--- src/rtl/game_pkg.sv ---
// game_pkg: screen geometry, colours and scheduler states shared by the sprite pipeline.
package game_pkg;
    localparam int SCREEN_W = 160;
    localparam int SCREEN_H = 120;
    localparam int PLAYER_SIZE = 3;
    localparam logic [2:0] COLOUR_BLACK = 3'b000;
    typedef enum logic [1:0] {IDLE, CLEAR, ERASE, DRAW} sched_state_t;
endpackage

--- src/rtl/rr_arbiter.sv ---
// rr_arbiter: round-robin grant over N requesters, searching from the slot after the last grant.
module rr_arbiter #(
    parameter int N = 4,
    localparam int IW = N > 1 ? $clog2(N) : 1
) (
    input  logic          clk,
    input  logic          resetn,
    input  logic [N-1:0]  req,
    input  logic          advance,
    output logic [N-1:0]  grant,
    output logic [IW-1:0] grant_idx,
    output logic          grant_valid
);
    logic [IW-1:0] last_gnt, cand;

    // Walk from farthest to nearest so the nearest requester after last_gnt wins.
    always_comb begin
        grant_idx = '0;
        grant_valid = 1'b0;
        cand = '0;
        for (int k = N; k >= 1; k--) begin
            cand = IW'((int'(last_gnt) + k) % N);
            if (req[cand]) begin
                grant_idx = cand;
                grant_valid = 1'b1;
            end
        end
    end

    assign grant = grant_valid ? N'(1) << grant_idx : '0;

    always_ff @(posedge clk) begin
        if (!resetn)
            last_gnt <= IW'(N - 1);
        else if (advance)
            last_gnt <= grant_idx;
    end
endmodule

--- src/rtl/sprite_draw_scheduler.sv ---
// sprite_draw_scheduler: shares the VGA plot port among sprites, erasing each old square
// and drawing the new one pixel per cycle, plus a full-screen black fill on request.
module sprite_draw_scheduler
    import game_pkg::*;
#(
    parameter int N_SPRITES = 4
) (
    input  logic                   clk,
    input  logic                   resetn,
    input  logic [N_SPRITES-1:0]   move,
    input  logic [8*N_SPRITES-1:0] pos_x,
    input  logic [7*N_SPRITES-1:0] pos_y,
    input  logic [3*N_SPRITES-1:0] size,
    input  logic [3*N_SPRITES-1:0] colour,
    input  logic                   clear_screen,
    output logic [7:0]             vga_x,
    output logic [6:0]             vga_y,
    output logic [2:0]             vga_colour,
    output logic                   plot,
    output logic                   busy
);
    localparam int IW = N_SPRITES > 1 ? $clog2(N_SPRITES) : 1;

    sched_state_t state;
    logic [N_SPRITES-1:0] pending, pending_next, old_valid, gnt_onehot;
    logic [7:0] old_x [N_SPRITES];
    logic [6:0] old_y [N_SPRITES];
    logic [2:0] old_size [N_SPRITES];
    logic [IW-1:0] gnt_idx, cur;
    logic gnt_valid, grant, no_work, erasing, last_px, last_py;
    logic [7:0] sx, cx;
    logic [6:0] sy, cy;
    logic [2:0] ssz, scol, px, py, sz;
    logic [8:0] pix_x;
    logic [7:0] pix_y;

    rr_arbiter #(.N(N_SPRITES)) u_arb (
        .clk(clk),
        .resetn(resetn),
        .req(pending),
        .advance(grant),
        .grant(gnt_onehot),
        .grant_idx(gnt_idx),
        .grant_valid(gnt_valid)
    );

    assign grant = state == IDLE && !clear_screen && gnt_valid;
    assign pending_next = (pending & ~(grant ? gnt_onehot : '0)) | move;
    // A grant with nothing to erase and nothing to draw completes inside the IDLE cycle.
    assign no_work = (!old_valid[gnt_idx] || old_size[gnt_idx] == 3'd0) && size[3*gnt_idx +: 3] == 3'd0;
    assign erasing = state == ERASE && old_valid[cur] && old_size[cur] != 3'd0;
    assign sz = erasing ? old_size[cur] : ssz;
    assign pix_x = {1'b0, erasing ? old_x[cur] : sx} + {6'd0, px};
    assign pix_y = {1'b0, erasing ? old_y[cur] : sy} + {5'd0, py};
    assign last_px = px == sz - 3'd1;
    assign last_py = py == sz - 3'd1;

    always_ff @(posedge clk) begin
        if (!resetn) begin
            state <= IDLE;
            pending <= '0;
            old_valid <= '0;
            vga_x <= '0;
            vga_y <= '0;
            vga_colour <= '0;
            plot <= 1'b0;
            busy <= 1'b0;
            cur <= '0;
            sx <= '0;
            sy <= '0;
            ssz <= '0;
            scol <= '0;
            px <= '0;
            py <= '0;
            cx <= '0;
            cy <= '0;
        end else begin
            pending <= pending_next;
            plot <= 1'b0;
            busy <= state != IDLE;
            case (state)
                IDLE: begin
                    if (clear_screen) begin
                        state <= CLEAR;
                        cx <= '0;
                        cy <= '0;
                        busy <= 1'b1;
                    end else if (gnt_valid) begin
                        cur <= gnt_idx;
                        sx <= pos_x[8*gnt_idx +: 8];
                        sy <= pos_y[7*gnt_idx +: 7];
                        ssz <= size[3*gnt_idx +: 3];
                        scol <= colour[3*gnt_idx +: 3];
                        px <= '0;
                        py <= '0;
                        if (no_work) begin
                            old_valid[gnt_idx] <= 1'b0;
                            busy <= |pending_next;
                        end else begin
                            state <= ERASE;
                            busy <= 1'b1;
                        end
                    end
                end
                CLEAR: begin
                    vga_x <= cx;
                    vga_y <= cy;
                    vga_colour <= COLOUR_BLACK;
                    plot <= 1'b1;
                    if (clear_screen) begin
                        cx <= '0;
                        cy <= '0;
                    end else if (cx == 8'(SCREEN_W - 1)) begin
                        cx <= '0;
                        if (cy == 7'(SCREEN_H - 1)) begin
                            state <= IDLE;
                            old_valid <= '0;
                            pending <= '1;
                            busy <= 1'b1;
                        end else
                            cy <= cy + 7'd1;
                    end else
                        cx <= cx + 8'd1;
                end
                default: begin
                    vga_x <= pix_x[7:0];
                    vga_y <= pix_y[6:0];
                    vga_colour <= erasing ? COLOUR_BLACK : scol;
                    plot <= pix_x < 9'(SCREEN_W) && pix_y < 8'(SCREEN_H);
                    px <= last_px ? 3'd0 : px + 3'd1;
                    if (last_px)
                        py <= last_py ? 3'd0 : py + 3'd1;
                    if (clear_screen) begin
                        state <= CLEAR;
                        cx <= '0;
                        cy <= '0;
                        busy <= 1'b1;
                    end else if (last_px && last_py) begin
                        if (erasing && ssz != 3'd0)
                            state <= DRAW;
                        else if (erasing) begin
                            old_valid[cur] <= 1'b0;
                            state <= IDLE;
                            busy <= |pending_next;
                        end else begin
                            old_valid[cur] <= 1'b1;
                            old_x[cur] <= sx;
                            old_y[cur] <= sy;
                            old_size[cur] <= ssz;
                            state <= IDLE;
                            busy <= |pending_next;
                        end
                    end else
                        state <= erasing ? ERASE : DRAW;
                end
            endcase
        end
    end
endmodule

--- config.mk ---
export PLATFORM = sky130hd
export DESIGN_NAME = sprite_draw_scheduler
export DESIGN_NICKNAME = d
export VERILOG_FILES = /design/src/rtl/game_pkg.sv /design/src/rtl/rr_arbiter.sv /design/src/rtl/sprite_draw_scheduler.sv
export SDC_FILE = /design/constraint.sdc
export NUM_CORES = 1
export LEC_CHECK = 0
export ABC_AREA = 1
export CAP_MARGIN = 40
export CELL_PAD_IN_SITES_DETAIL_PLACEMENT = 1
export CELL_PAD_IN_SITES_GLOBAL_PLACEMENT = 1
export CORE_MARGIN = 4
export CORE_UTILIZATION = 41
export CTS_CLUSTER_SIZE = 24
export DETAILED_ROUTE_END_ITERATION = 16
export PLACE_DENSITY_LB_ADDON = 0.08
export SETUP_SLACK_MARGIN = 0.4
export SYNTH_ARGS = -nofsm -noshare
export SYNTH_HDL_FRONTEND = slang
export SYNTH_SLANG_ARGS = --single-unit
--- constraint.sdc ---
create_clock -name clk -period 4.8 [get_ports clk]
set_input_delay 0.48 -clock clk [delete_from_list [all_inputs] [get_ports clk]]
set_output_delay 0.48 -clock clk [all_outputs]
set_load 0.005 [all_outputs]
==> impl_metrics.yaml, run 1 <==
logic_synthesis:
  yosys.area_share.simple_pct: 23.0
  synth.area.mux_share_pct: 0
  yosysTopAreaCellShare_pct: 28.2
  yosys-top-cells-area: "edfxtp_1 28%, dfxtp_1 20%, nand2_1 10%"
  async_flop_share_pct: 0
  yosysTopAreaCell: "edfxtp_1"
  synth-adder-area-share_pct: 2.48
  synth_xor_area_share_pct: 1.14
  yosys_warnings: 0
  syn_nets: 1031
  synth-main-ff-cell: "dfxtp_1"
  synth_area_per_cell_sq_um: 8.27
  syn_inst: 926
  seq_area_frac_synth_pct: 48.6
  ys_ff_latch: 150
  synth_edf_count: 72
  synth_area_sq_um: 7660
  synth_top_family_by_area: "simple AND/OR/NAND/NOR gates"
  synth-compound-area-share_pct: 17.8
  synth_cell_types: 48
clocking:
  root_buffer: "clkbuf_16"
  clockBufferDepth: 2
  postCtsSetupBuffers: 0
  cts.sinks: 150
  clk_latency_ns: 0.43
  clkTransAtPathRegs_ns: 0.07
  cts_tree: "yes"
  cts_hold_buffers: 0
  cts_made_buffers: 17
  h-tree-depth: 4
  cts-resized-gates: 0
routing:
  drt_iter0_drc: 369
  drc: 0
  num_vias: 6929
  wl_per_cell_um: 18.8
  firstDrtPassIters: 5
  viasPerCell: 5.47
  wl_um: 23800
  drtAntennaViolNets: 0
worst_setup_path:
  start_kind: "flip-flop"
  worstPathRequired_ns: 4.90
  path_max_fanout: 21
  cp.arrival_ns: 3.96
  crit_type: "reg2reg"
  critPathCaptureType: "flip-flop"
cells_and_area:
  area_delta_synth_final_pct: 24.7
  regArea_sq_um: 3720
  final_cell_mix: "208 x nand2_1, 110 x clkdlybuf4s50_1, 83 x nor2_1"
  nFillCells: 2174
  multi_input_area_sq_um: 3420
  layout_commonest_cell: "nand2_1"
  antenna-diode-count: 0
  utilization_pct: 52.6
  drive_gt1_share_pct: 9.06
  nets: 1129
floorplan:
  initial_core_util_pct: 42.2
  die_height_um: 145
  core_sq_um: 18100
  die_w_um: 145
  die_area_sq_um: 20900
  row_count: 49
  io_pins: 111
sta:
  rsz0062_at_grt: "false"
  worst_slew_pin_slew_ns: 0.826
  hold_viol: 0
  min_period_ns: 3.85
  fmax_mhz: 260
  slew_headroom_pct: 44.8
  setup_violations: 0
  fin_crit_sh_pct: 80.3
  finalSetupTns_ns: 0
  drv_slew: 0
  clock_skew_ns: 0.00888
  setup_slack_ns: 0.947
placement:
  place_congestion: 0.820
  hpwlAfterDp_um: 17500
  dp_worst_setup_slack_ns: 0.951
  portBuffers: 110
pwr:
  pwr_density_cell_nw_per_um2: 382
  power_leakage_uw: 0.00375
  power_uw: 3650
  clkPwrFrac_pct: 37.1
  sequentialPowerShare_pct: 40.8
  p_sw_uw: 1160
  ir_drop_uv: 219
  p_int_uw: 2490
  switching_share_pct: 31.7
  combPwrFrac_pct: 22.1
grt:
  antenna_found_initial: 0
  grt_pass1_vias: 7191
  grt_max_degree: 47
  grt_overflow: 0
  grt_first_pass_wirelength_um: 38400
  track_usage_pct: 23.7
hold_path:
  hold_class: "reg2reg"
flow_run:
  cap_violations: 0
status:
  outcome: "finished clean"
power by group through the flow:
stage          sequential [uW]  clock [uW]  combinational, uW
2_1_floorplan             1470           0                569
3_3_place_gp              1510           0                792
3_5_place_dp              1520           0                807
4_1_cts                   1490        1370                815
5_1_grt                   1500        1430                906
6_report                  1490        1350                808
logic make-up (layout without fill, tap and decap cells):
group | Yosys count | after routing
adders and majority gates | 14 | 14
and+or+nand+nor | 404 | 404
AOI/OAI and AO/OA | 219 | 219
DFF | 150 | 150
buffers and inverters | 129 | 240
xor gates and xnor gates | 10 | 10
worst paths after layout:
kind,startpoint,to,slack (ns),cells after the start
max,flip-flop,old_x[3][5]$_DFFE_PP_,0.95,18
min,scol[1]$_SDFFE_PN0P_,vga_colour[1]$_SDFFE_PN0N_,0.46,2
max reg2reg,flip-flop,old_x[3][5]$_DFFE_PP_,0.95,18
min reg2reg,scol[1]$_SDFFE_PN0P_,vga_colour[1]$_SDFFE_PN0N_,0.46,2
flip-flops by register name, indices dropped and copies added (netlist names), 4 cells and up, named ones only:
signal and flops:
cy 7, sx 8, old_size 12, sy 7
vga_y 7, pending 4, old_x 32, cx 8
vga_x 8, old_y 28
critical path, stage by stage, from the launching register on:
cell and delay, ns:
dfxtp_1 0.30, buf_4 0.20, inv_2 0.30, nand3_1 0.12, nand2_1 0.12, nand2_1 0.08
inv_2 0.06, nand2_2 0.05, nand2_2 0.30, inv_2 0.22, nand2_1 0.09, o21ai_0 0.09
ha_1 0.33, xnor2_1 0.14, nand3b_1 0.18, nor2_1 0.19, nand4_1 0.25, nor2_1 0.19
buf_4 0.30
layer usage:
| layer | track usage [%] | routed length [um] | vias to the layer above |
|---|---|---|---|
| met3 | 5.72 | 1370 | 21 |
| met2 | 37.7 | 10900 | 180 |
| met1 | 32.6 | 11200 | 3328 |
| li1 | - | - | 3400 |
| met4 | 6.33 | 395 | 0 |
| met5 | 0 | 0 | - |
synth_stat cells, types with 14 or more instances:
master,number
o221ai_1,14
edfxtp_1,72
nand2_1,208
nand2_2,14
dfxtp_1,78
nand3_1,60
clkbuf_1,20
a31oi_1,14
inv_1,73
inv_2,14
o21ai_1,14
a21oi_1,57
nor2_1,83
o21ai_0,52
through the flow:
step	instances	hold slack (ns)	area, sq um
after floorplan	926	0.438	7660
after detailed placement	1234	0.459	8940
after CTS	1266	0.457	9550
after global routing	1266	0.483	9550
after global placement	1234	0.455	8940
final	1266	0.459	9550
cell type report:
class / count / share of cell area [%]
sequential: 150 / 39.0
inverter: 87 / 3.42
clock inverter: 11 / 0.996
timing repair buffer: 121 / 12.4
clock buffer: 21 / 5.39
multi-input combinational: 647 / 35.8
tap: 229 / 3.00
Note: power is estimated with default switching activity, not from simulation.
==> run 2, diff against run 1 <==
==> constraint.sdc (replaced) <==
create_clock -name clk -period 3.91 [get_ports clk]
set_input_delay 0.391 -clock clk [delete_from_list [all_inputs] [get_ports clk]]
set_output_delay 0.391 -clock clk [all_outputs]
set_load 0.005 [all_outputs]
==> run 2 against run 1 <==
Fmax increased by 20%. Utilization grew 0.65 points. First-iteration DRC count grew 23%. Final cell count rose by 0.87%. Largest power group unchanged. Highest routed layer unchanged.
==> impl_metrics.yaml, run 2 (same netlist as run 1, synthesis figures left out) <==
status:
  outcome: "finished clean"
sta:
  fmax_mhz: 312
  min_period_ns: 3.21
  slew_headroom_pct: 51.7
  hold_viol: 0
  fin_crit_sh_pct: 82.0
  worst_slew_pin_slew_ns: 0.722
  setup_violations: 0
  drv_slew: 0
  clock_skew_ns: 0.0135
  rsz0062_at_grt: "false"
  finalSetupTns_ns: 0
cells_and_area:
  drive_gt1_share_pct: 10.5
  final_cell_mix: "208 x nand2_1, 110 x clkdlybuf4s50_1, 81 x nor2_1"
  utilization_pct: 53.3
  nets: 1140
  largestRegisters: "old_x: 32 flops, old_y: 28 flops, old_size: 12 flops"
  antenna-diode-count: 0
  largest_reg_flops: 32
  layout_commonest_cell: "nand2_1"
  area_delta_synth_final_pct: 26.2
  nFillCells: 2184
  top_register: "old_x"
worst_setup_path:
  worst-path-buf-inv: 5
  critPathCaptureType: "flip-flop"
  worstPathRequired_ns: 4.04
  start_kind: "flip-flop"
  cp.arrival_ns: 3.33
  max_stage_delay_ns: 0.42
  cp_common_cell: "nand2_1"
  critPathTopFamily: "simple AND/OR/NAND/NOR gates"
  crit_type: "reg2reg"
  worstPathCellList: "buf_8 > nand2_1 > o21ai_1 > nand2_1 > nand2_1 > inv_2 > nand2_2 > nand2_2 > inv_6 > o21ai_0 > ha_1 > xnor2_1 > nand3b_1 > nor2_2 > nand4_1 > buf_4 > nor3_4 > buf_6"
  path_max_fanout: 21
  critical-path-slowest-cell: "dfxtp_4"
floorplan:
  die_w_um: 145
  io_pins: 111
  die_area_sq_um: 20900
  core_sq_um: 18100
  row_count: 49
  initial_core_util_pct: 42.2
  die_height_um: 145
grt:
  grt_overflow: 0
  track_usage_pct: 22.6
  grt_max_degree: 47
  grt_first_pass_wirelength_um: 36600
  grt_pass1_vias: 6985
  antenna_found_initial: 0
placement:
  portBuffers: 110
  place_congestion: 0.822
  hpwlAfterDp_um: 17200
routing:
  drc: 0
  wl_per_cell_um: 18.3
  wl_um: 23400
  firstDrtPassIters: 5
  viasPerCell: 5.50
  num_vias: 7022
  drt_iter0_drc: 453
  drtAntennaViolNets: 0
pwr:
  combPwrFrac_pct: 22.6
  switching_share_pct: 31.7
  p_sw_uw: 1410
  pwr_density_cell_nw_per_um2: 458
  p_int_uw: 3020
  sequentialPowerShare_pct: 41.4
  power_leakage_uw: 0.00381
  ir_drop_uv: 252
  clkPwrFrac_pct: 36.0
clocking:
  cts.sinks: 150
  clk_latency_ns: 0.43
  h-tree-depth: 4
  clockBufferDepth: 2
  cts_hold_buffers: 0
  cts_tree: "yes"
  cts_made_buffers: 17
  root_buffer: "clkbuf_16"
  clkTransAtPathRegs_ns: 0.07
flow_run:
  cap_violations: 0
hold_path:
  hold_class: "reg2reg"
[run 2: cell count changes in the layout (fill, tap and decap cells not counted), moves of 3 or more]
cell	before	now
buf_6	0	7
buf_4	11	14
clkinv_2	1	4
dfxtp_1	78	75
[run 2: power groups by stage]
| stage | Combinational, uW | Clock [uW] | Sequential [uW] |
|---|---|---|---|
| 6_report | 1000 | 1600 | 1830 |
| 5_1_grt | 1120 | 1700 | 1840 |
| 2_1_floorplan | 699 | 0 | 1810 |
| 3_3_place_gp | 987 | 0 | 1860 |
| 4_1_cts | 1010 | 1620 | 1830 |
| 3_5_place_dp | 1000 | 0 | 1860 |
[run 2: layer usage]
layer,up-vias,global-route usage (%),share of wire (%)
met5,-,0,0
met2,209,35.7,45
li1,3425,-,-
met4,0,6.28,1.6
met3,21,4.80,6.7
met1,3367,31.6,46
[run 2: worst min-delay path, cell delays in order (launching register included)]
cell     delay, ns
dfxtp_1       0.31
nand2_1       0.06
a21oi_1       0.05
[run 2: stage by stage]
stage / instance area [sq um] / worst slack, ns / power, uW / hold WS [ns] / std cells
final: 9670 / 0.703 / 4430 / 0.465 / 1277
after global routing: 9670 / 0.406 / 4650 / 0.503 / 1277
after CTS: 9590 / 0.431 / 4460 / 0.472 / 1274
after detailed placement: 8990 / 0.305 / 2860 / 0.461 / 1241
after global placement: 8990 / 0.473 / 2840 / 0.455 / 1241
after floorplan: 7660 / 0.0260 / 2510 / 0.438 / 926
[run 2: worst paths after layout]
check             slack, ns  depth (start not counted)                        from                    endpoint
hold reg to reg        0.47                          2  vga_colour[1]$_SDFFE_PN0N_  vga_colour[1]$_SDFFE_PN0N_
hold / removal         0.47                          2  vga_colour[1]$_SDFFE_PN0N_  vga_colour[1]$_SDFFE_PN0N_
setup reg to reg       0.70                         18                   flip-flop       old_x[1][6]$_DFFE_PP_
setup / recovery       0.70                         18                   flip-flop       old_x[1][6]$_DFFE_PP_
[run 2: what timing repair did]
action / 4_1_cts / 5_1_grt
gates resized for setup: 4 / 25
setup endpoints to repair: 73 / 81
setup buffers: 1 / 0
hold endpoints to repair: 0 / 0
pin swaps: 1 / 0
gates cloned: 0 / 3
[run 2: area by class of cell]
type,instances,area [sq um],share of cell area [%]
clock inverter,13,104,1.07
tap,229,287,2.96
timing repair buffer,132,1300,13.4
multi-input combinational,647,3440,35.5
sequential,150,3730,38.6
inverter,87,334,3.46
clock buffer,19,475,4.92
